## config.mk

```make
export PLATFORM = sky130hd
export DESIGN_NAME = io_request_bridge_flat
export DESIGN_NICKNAME = d
export VERILOG_FILES = /design/src/rtl/io_request_bridge.sv /design/src/rtl/io_request_bridge_if.sv /design/src/flat_wrapper.sv
export SDC_FILE = /design/constraint.sdc
export NUM_CORES = 1
export LEC_CHECK = 0
export BUFFER_PORTS_ARGS = -buffer_cell sky130_fd_sc_hd__buf_4
export CAP_MARGIN = 20
export CORE_MARGIN = 4
export CORE_UTILIZATION = 40
export CTS_BUF_LIST = sky130_fd_sc_hd__clkbuf_4
export CTS_CLUSTER_SIZE = 16
export DETAILED_ROUTE_END_ITERATION = 12
export GPL_TIMING_DRIVEN = 1
export PLACE_DENSITY = 0.55
export SYNTH_ARGS = -nofsm -noshare
export SYNTH_HDL_FRONTEND = slang
export SYNTH_SLANG_ARGS = --single-unit
```

## constraint.sdc

```tcl
create_clock -name clk -period 7.1 [get_ports clk]
set_input_delay 0.355 -clock clk [delete_from_list [all_inputs] [get_ports clk]]
set_output_delay 0.355 -clock clk [all_outputs]
set_load 0.02 [all_outputs]
```

## src/rtl/io_request_bridge.sv

```systemverilog
// Queues core IO requests in a FIFO and replays them one at a time on the IO bus.
// Define IO_BRIDGE_PERF_EN to add the perf_io_load / perf_io_store pulse outputs.
package io_bridge_pkg;
   typedef logic [3:0] core_id_t;
   typedef logic [3:0] thread_idx_t;

   typedef struct packed {
      logic        store;
      thread_idx_t thread_idx;
      logic [31:0] address;
      logic [31:0] value;
   } ioreq_packet_t;

   typedef struct packed {
      core_id_t    core;
      thread_idx_t thread_idx;
      logic [31:0] read_value;
   } iorsp_packet_t;
endpackage

module io_request_bridge
   import io_bridge_pkg::*;
#(
   parameter core_id_t CORE_ID     = '0,
   parameter int       QUEUE_DEPTH = 4
) (
   input  logic          clk,
   input  logic          reset,
   input  logic          ioreq_valid,
   input  ioreq_packet_t ioreq,
   output logic          ioreq_ready,
   io_bus_interface.master io_bus,
   output logic          iorsp_valid,
   output iorsp_packet_t iorsp,
   input  logic          iorsp_ready
`ifdef IO_BRIDGE_PERF_EN
   ,
   output logic          perf_io_load,
   output logic          perf_io_store
`endif
);

   localparam int AW = $clog2(QUEUE_DEPTH);
   localparam int PW = AW + 1;

   if (QUEUE_DEPTH < 2 || (QUEUE_DEPTH & (QUEUE_DEPTH - 1)) != 0) begin : g_bad_depth
      $error("io_request_bridge: QUEUE_DEPTH must be a power of 2 and >= 2");
   end

   typedef enum logic [1:0] {IDLE, ISSUE, CAPTURE, RESPOND} state_t;

   state_t        state_q, state_d;
   logic [PW-1:0] wr_ptr, rd_ptr;
   logic          full, empty, push, pop;
   logic          alive_q;
   ioreq_packet_t mem [QUEUE_DEPTH];
   ioreq_packet_t head;
   ioreq_packet_t hold_q;
   logic [31:0]   wdata_q;
   logic [31:0]   rvalue_q;

   // Extra pointer bit separates full from empty when the index bits match.
   assign full        = (wr_ptr[AW] != rd_ptr[AW]) && (wr_ptr[AW-1:0] == rd_ptr[AW-1:0]);
   assign empty       = (wr_ptr == rd_ptr);
   assign ioreq_ready = alive_q && !full;
   assign push        = ioreq_valid && ioreq_ready;
   assign head        = mem[rd_ptr[AW-1:0]];

   // NOTE: sequential state uses non-blocking assignments so every flop samples pre-edge values.
   always_ff @(posedge clk or posedge reset) begin
      if (reset) begin
         wr_ptr  <= '0;
         rd_ptr  <= '0;
         alive_q <= 1'b0;
      end else begin
         alive_q <= 1'b1;
         if (push) wr_ptr <= wr_ptr + 1'b1;
         if (pop)  rd_ptr <= rd_ptr + 1'b1;
      end
   end

   // NOTE: FIFO storage has no reset; the pointers alone define which entries are valid.
   always_ff @(posedge clk) begin
      if (push) mem[wr_ptr[AW-1:0]] <= ioreq;
   end

   always_ff @(posedge clk or posedge reset) begin
      if (reset) state_q <= IDLE;
      else       state_q <= state_d;
   end

   // NOTE: every combinational output gets a default first so no latch is inferred.
   always_comb begin
      state_d         = state_q;
      pop             = 1'b0;
      io_bus.write_en = 1'b0;
      io_bus.read_en  = 1'b0;
      iorsp_valid     = 1'b0;
      iorsp           = '0;
      unique case (state_q)
         IDLE: begin
            if (!empty) begin
               pop     = 1'b1;
               state_d = ISSUE;
            end
         end
         ISSUE: begin
            if (hold_q.store) begin
               io_bus.write_en = 1'b1;
               state_d         = RESPOND;
            end else begin
               io_bus.read_en  = 1'b1;
               state_d         = CAPTURE;
            end
         end
         CAPTURE: state_d = RESPOND;
         RESPOND: begin
            iorsp_valid      = 1'b1;
            iorsp.core       = CORE_ID;
            iorsp.thread_idx = hold_q.thread_idx;
            iorsp.read_value = rvalue_q;
            if (iorsp_ready) state_d = IDLE;
         end
         default: state_d = IDLE;
      endcase
   end

   // Holding register keeps the bus address and response fields stable until the next pop.
   always_ff @(posedge clk or posedge reset) begin
      if (reset) begin
         hold_q   <= '0;
         wdata_q  <= '0;
         rvalue_q <= '0;
      end else begin
         if (pop) begin
            hold_q   <= head;
            rvalue_q <= '0;
            if (head.store) wdata_q <= head.value;
         end
         if (state_q == CAPTURE) rvalue_q <= io_bus.read_data;
      end
   end

   assign io_bus.address    = hold_q.address;
   assign io_bus.write_data = wdata_q;

`ifdef IO_BRIDGE_PERF_EN
   assign perf_io_load  = io_bus.read_en;
   assign perf_io_store = io_bus.write_en;
`endif

endmodule

```

## src/rtl/io_request_bridge_if.sv

```systemverilog
// Memory-mapped IO bus between the request bridge (master) and an IO slave.
// The slave returns read_data one cycle after read_en.
interface io_bus_interface;
   logic        write_en;
   logic        read_en;
   logic [31:0] address;
   logic [31:0] write_data;
   logic [31:0] read_data;

   modport master (output write_en, read_en, address, write_data, input read_data);
   modport slave  (input write_en, read_en, address, write_data, output read_data);
endinterface

```

## src/flat_wrapper.sv

```systemverilog
// flat-port wrapper written by rule: the top's interface ports become plain ports
module io_request_bridge_flat import io_bridge_pkg::*;
#(
   parameter core_id_t CORE_ID     = '0,
   parameter int       QUEUE_DEPTH = 4
)
  (clk, reset, ioreq_valid, ioreq, ioreq_ready, iorsp_valid, iorsp, iorsp_ready, io_bus_write_en, io_bus_read_en, io_bus_address, io_bus_write_data, io_bus_read_data);
  io_bus_interface io_bus_i ();
  input  logic clk;
  input  logic reset;
  input  logic ioreq_valid;
  input  ioreq_packet_t ioreq;
  output logic ioreq_ready;
  output logic iorsp_valid;
  output iorsp_packet_t iorsp;
  input  logic iorsp_ready;
  output wire logic [$bits(io_bus_i.write_en)-1:0] io_bus_write_en;
  output wire logic [$bits(io_bus_i.read_en)-1:0] io_bus_read_en;
  output wire logic [$bits(io_bus_i.address)-1:0] io_bus_address;
  output wire logic [$bits(io_bus_i.write_data)-1:0] io_bus_write_data;
  input wire logic [$bits(io_bus_i.read_data)-1:0] io_bus_read_data;
  assign io_bus_write_en = io_bus_i.write_en;
  assign io_bus_read_en = io_bus_i.read_en;
  assign io_bus_address = io_bus_i.address;
  assign io_bus_write_data = io_bus_i.write_data;
  assign io_bus_i.read_data = io_bus_read_data;
  io_request_bridge #(.CORE_ID(CORE_ID), .QUEUE_DEPTH(QUEUE_DEPTH)) u_core (.clk(clk), .reset(reset), .ioreq_valid(ioreq_valid), .ioreq(ioreq), .ioreq_ready(ioreq_ready), .io_bus(io_bus_i), .iorsp_valid(iorsp_valid), .iorsp(iorsp), .iorsp_ready(iorsp_ready));
endmodule
```

* Yosys cells after proc, flatten, opt, wreduce, memory -nomap -nowiden
Memory sizes are Yosys's and may differ from the RTL's.
Index checks and enable logic that the tools add are counted.
** Storage, ports and cells
- Register bits :: 110
- Output and inout port bits :: 108
- Memories :: 1
- Bits of input ports :: 105
- Bits in writable memories :: 276
** Memories
- u_core.mem :: depth 4, bits a word 69, read ports 1, clocked after memory_dff 0, write ports 1, line io_request_bridge.sv:56 : ioreq_packet_t mem [QUEUE_DEPTH];
** Cells by class
- Multiplexer cells :: 16
- Reductions and logical operators :: 8
- Add/subtract/negate cells :: 2
- Eq/ne operators :: 8
** Operator list (count)
- $mux 32 :: 2
- $mux 36 :: 1
- $mux 1 :: 10
- $pmux 2 s4 :: 1
- $add 3x1->3 const B :: 2
- $eq 2x2->1 const B :: 2
- $mux 2 :: 2
- $ne 2x2->1 const B :: 2
- $reduce_and 2->1 :: 2
- $eq 3x3->1 :: 1
- $logic_and 1x1->1 :: 3
- $eq 2x1->1 const B :: 1
- $eq 2x2->1 :: 1
- $logic_not 2->1 :: 1
- $reduce_bool 2->1 :: 1
- $logic_not 1->1 :: 1
- $ne 1x1->1 :: 1

* Depth between registers and ports, before layout
- Depth after elaboration :: 7
- Depth in mapped cells :: 7
- Gate-level depth less buffers :: 5

* Worst setup path after synthesis
Ideal clock, no wire load.
- Path kind :: register to register
- Start :: reg u_core.rd_ptr[0]
- End :: mem u_core.mem[3][0] (netlist bit) (enable)
- Setup time :: 0.541 ns
- Data arrival time :: 4.806 ns
- Clock period less this slack :: 5.347 ns
- Path slack :: 1.753 ns
- Path buffers :: 2
- Cell stages (with the launch flop) :: 5
- Cells stage by stage :: dfrtp_1 > buf_2 > clkbuf_4 > xnor2_2 > a31oi_1
** On the way
- Word-level cells in the longest chain between the ends :: 7
** Ends and longest elaborated chain
- from (decl) :: line io_request_bridge.sv:53 : logic [PW-1:0] wr_ptr, rd_ptr;
- from (signal assigned) :: line io_request_bridge.sv:78 : if (pop) rd_ptr <= rd_ptr + 1'b1;
- $eq 2x2->1 :: line io_request_bridge.sv:63 : assign full = (wr_ptr[AW] != rd_ptr[AW]) && (wr_ptr[AW-1:0] == rd_ptr[AW-1:0]);
- $logic_and 1x1->1 :: line io_request_bridge.sv:63
- $logic_not 1->1 :: line io_request_bridge.sv:65 : assign ioreq_ready = alive_q && !full;
- $logic_and 1x1->1 :: line io_request_bridge.sv:65
- $logic_and 1x1->1 :: line io_request_bridge.sv:66 : assign push = ioreq_valid && ioreq_ready;
- $mux 1 :: line io_request_bridge.sv:84 : if (push) mem[wr_ptr[AW-1:0]] <= ioreq;
- $mux 1 (not written as such) :: line io_request_bridge.sv:84
- to (decl) :: line io_request_bridge.sv:56
No other way between the ends.

* Worst setup path after layout
- Start :: reg u_core.rd_ptr[1]
- End :: reg u_core.hold_q, in the netlist u_core.io_bus.address[31]
** On the way
- Word-level cells in the longest chain between the ends :: 3
- Elaborated cells between the ends (all ways) :: 4
- Classes of those cells :: 1 x eq/ne; 2 x mux; 1 x memory
** Ends and longest elaborated chain
- $eq 3x3->1 :: line io_request_bridge.sv:64 : assign empty = (wr_ptr == rd_ptr);
- $mux 1 :: line io_request_bridge.sv:102 : if (!empty) begin
- $mux 1 :: line io_request_bridge.sv:100 : unique case (state_q)
- to (signal assigned) :: line io_request_bridge.sv:131 : hold_q <= '0;
- to (signal assigned) :: line io_request_bridge.sv:136 : hold_q <= head;
- to (decl) :: line io_request_bridge.sv:58 : ioreq_packet_t hold_q;
Parallel ways exist; a longest one is shown, timed or not.
A chain may end at the register's enable or synchronous reset.

==> flow_metrics.py <==
metrics = {
    "run_status": {
        "status": "completed",
    },
    "detailed_routing": {
        "drc": 0,
        "routed_via_density": 4.64,
        "wl_per_cell_um": 18.6,
        "ant_nets": 0,
        "first_pass_iters": 4,
        "drtIter0Drc": 439,
        "wl_um": 32200,
        "vias": 8014,
    },
    "timing": {
        "min_period_over_period_pct": 48.3,
        "rsz0062_at_grt": "false",
        "fin_skew_ps": 32.3,
        "hold_viol": 0,
        "tightest_slew_ps": 942,
        "finalCriticalPeriod_ps": 3430,
        "tns_ps": 0,
        "slew_headroom_pct": 37.2,
        "slew_viol_final": 0,
        "setup_viol": 0,
        "max_freq_mhz": 292,
    },
    "floorplanning": {
        "num_io_pins": 213,
        "die_area_sq_um": 41000,
        "start_util_pct": 41.0,
        "core_sq_um": 37000,
        "rows": 70,
        "fp.dieH_um": 203,
        "die_w_um": 203,
    },
    "cells_and_area": {
        "stdcell_count": 1726,
        "fillCellCount": 3123,
        "seqCellArea_sq_um": 11000,
        "syn_to_final_growth_pct": 28.2,
        "multiInputGateArea_sq_um": 3630,
        "final_nets": 1250,
        "layout-drive-gt1-share_pct": 42.4,
    },
    "setup_path": {
        "path_max_fanout": 47,
        "cp.arrival_ps": 4050,
        "startpoint": "u_core.rd_ptr[1]$_DFFE_PP0P_",
        "r2r_start": "u_core.rd_ptr[1]$_DFFE_PP0P_",
        "required_ps": 7720,
        "path_class": "reg2reg",
        "crit_path_end_kind": "flop",
        "cp-endpoint": "u_core.io_bus.address[31]$_DFFE_PP0P_",
        "r2r_cells": 4,
        "ff2ff_setup_slack_ps": 3670,
        "start_kind": "flop",
        "worstReg2RegEnd": "u_core.io_bus.address[31]$_DFFE_PP0P_",
    },
    "place": {
        "port_buffers": 208,
        "hpwl_um": 18500,
        "routabilityCongestion": 0.700,
        "dp_cells": 1432,
    },
    "yosys": {
        "ys_seq_area_share_pct": 72.9,
        "syn_inst": 779,
        "yosysTopAreaCell": "edfxtp_1",
        "avgSynthCellArea_sq_um": 19.4,
        "netlist.area_leader.share_pct": 54.7,
        "synth.area.top_cells": "edfxtp_1 (55%), dfrtp_1 (18%), mux4_2 (10%)",
        "ys_ff_latch": 386,
        "syn_area_sq_um": 15100,
        "ys_warn_count": 0,
        "synth_cell_types": 32,
    },
    "power": {
        "fin_total_pwr_mw": 7.92,
        "p_per_area_nw_per_um2": 408,
        "p_leak_nw": 7.52,
        "ir_drop_v": 0.000209,
    },
    "hold_path": {
        "hold_path.class": "in2reg",
    },
    "cts": {
        "cts_max_path_buffers": 3,
        "cts_tree": "done",
        "clk_latency_ps": 760,
        "htreeDepth": 3,
        "clock_sinks": 386,
        "cts_buffers": 102,
        "cts_root_buffer": "clkbuf_4",
        "cts.clk_slew.worst_paths_ps": 70,
        "cts_setup_buffers": 0,
    },
    "global_route": {
        "grt_first_pass_wirelength_um": 50900,
        "grt.overflow.total": 0,
        "grt_util_all_layers_pct": 16.0,
        "first_global_vias": 8979,
        "antenna_found_initial": 2,
        "grt_max_degree": 65,
    },
    "job": {
        "cap_viol_max_count": 0,
    },
}
## per-stage QoR
step	worst slack, ps	util [%]	cell area (sq um)	hold WS [ps]
floorplan	1750	-	15200	454
global placement	3630	45.9	17000	456
detailed placement	3600	45.9	17000	459
CTS	3580	52.5	19400	3.41
global route	3460	52.5	19400	47.9
finish	3670	52.5	19400	117
## registers in the layout (all words and copies together) (netlist names)
signal                    count
u_core.wr_ptr                 3
u_core.rd_ptr                 3
u_core.mem                  276
u_core.io_bus.address        32
u_core.state_q                2
u_core.rvalue_q              32
u_core.hold_q                 5
u_core.io_bus.write_data     32
u_core.alive_q                1
## report_power, final
part | total, mW | switching (mW) | internal, mW
registers | 3.32 | 0.371 | 2.95
logic | 2.61 | 1.27 | 1.34
clock network | 1.99 | 0.889 | 1.10
## per-layer routing
layer	wire (um)	GRT usage, %	vias to the layer above	part of all wire, %
li1	-	-	3720	-
met1	14100	21.2	3995	44
met2	15700	25.5	252	49
met3	1890	4.70	47	5.9
met4	512	5.41	0	1.6
met5	0	0	-	0
## cell type report
| cell class | count | area share [%] |
|---|---|---|
| Clock buffer | 167 | 6.46 |
| Inverter | 6 | 0.142 |
| Multi-Input combinational cell | 317 | 18.7 |
| Timing Repair Buffer | 322 | 13.8 |
| Tap cell | 504 | 3.25 |
| Antenna cell | 2 | 0.0258 |
| Sequential cell | 386 | 56.9 |
| Clock inverter | 22 | 0.728 |
## Yosys cell counts, drive strengths merged
cell / instances
and2: 40
o311ai: 1
ha: 10
conb: 2
a31oi: 3
clkbuf: 17
inv: 6
nand2b: 32
o21ai: 33
and3: 1
buf: 56
o31a: 2
nand3: 1
edfxtp: 276
a211oi: 1
mux2: 71
dfrtp: 110
nand2: 34
xnor2: 4
mux4: 69
nor2b: 2
xor2: 6
mux2i: 1
a41oi: 1
## critical path: stages, from the launching register on
cell and delay (ps):
dfrtp_4 940, xor2_1 390, o31a_2 820, buf_4 690
mux2_2 410
## what timing repair did
action,in CTS,in global routing
endpoints found under the hold margin,365,0
gates resized for setup,0,0
hold buffers,103,0
## worst min-delay path by stage
stage,from,end,depth (start not counted)
global placement,reset,u_core.io_bus.address[22]$_DFFE_PP0P_,2
CTS,iorsp_ready,u_core.state_q[0]$_DFFE_PP0P_,4
floorplan,ioreq[0],u_core.mem[0][0]$_DFFE_PP_,0
detailed placement,reset,u_core.io_bus.address[22]$_DFFE_PP0P_,2
global route,iorsp_ready,u_core.state_q[0]$_DFFE_PP0P_,4
finish,iorsp_ready,u_core.state_q[0]$_DFFE_PP0P_,4
## layout by cell type, fill, tap and decap left out, types with 2 or more instances in the layout
master	count
mux2_1	31
buf_4	219
xnor2_1	3
o21ai_1	33
mux4_2	69
mux2_4	36
dfrtp_1	108
clkinv_1	13
nand2_1	34
dlygate4sd3_1	103
clkbuf_4	167
clkinv_2	2
dfrtp_4	2
clkinv_4	4
inv_1	5
ha_1	10
nand2b_1	32
inv_6	3
nor2b_1	2
edfxtp_1	276
xor2_1	5
and2_1	37
mux2_2	4
diode_2	2
and2_4	3
conb_1	5
## kinds of logic after synthesis
family	after synthesis	synth area share, %
AO/OA/AOI/OAI	41	1.70
XOR/XNOR	10	0.678
adder cells (fa/ha/maj)	10	0.826
buffers and inverters	79	3.35
flip-flops	386	72.9
multiplexers	141	16.5
other	2	0.0496
AND/OR/NAND/NOR	110	3.97
Power figures use the tool's default switching activity.
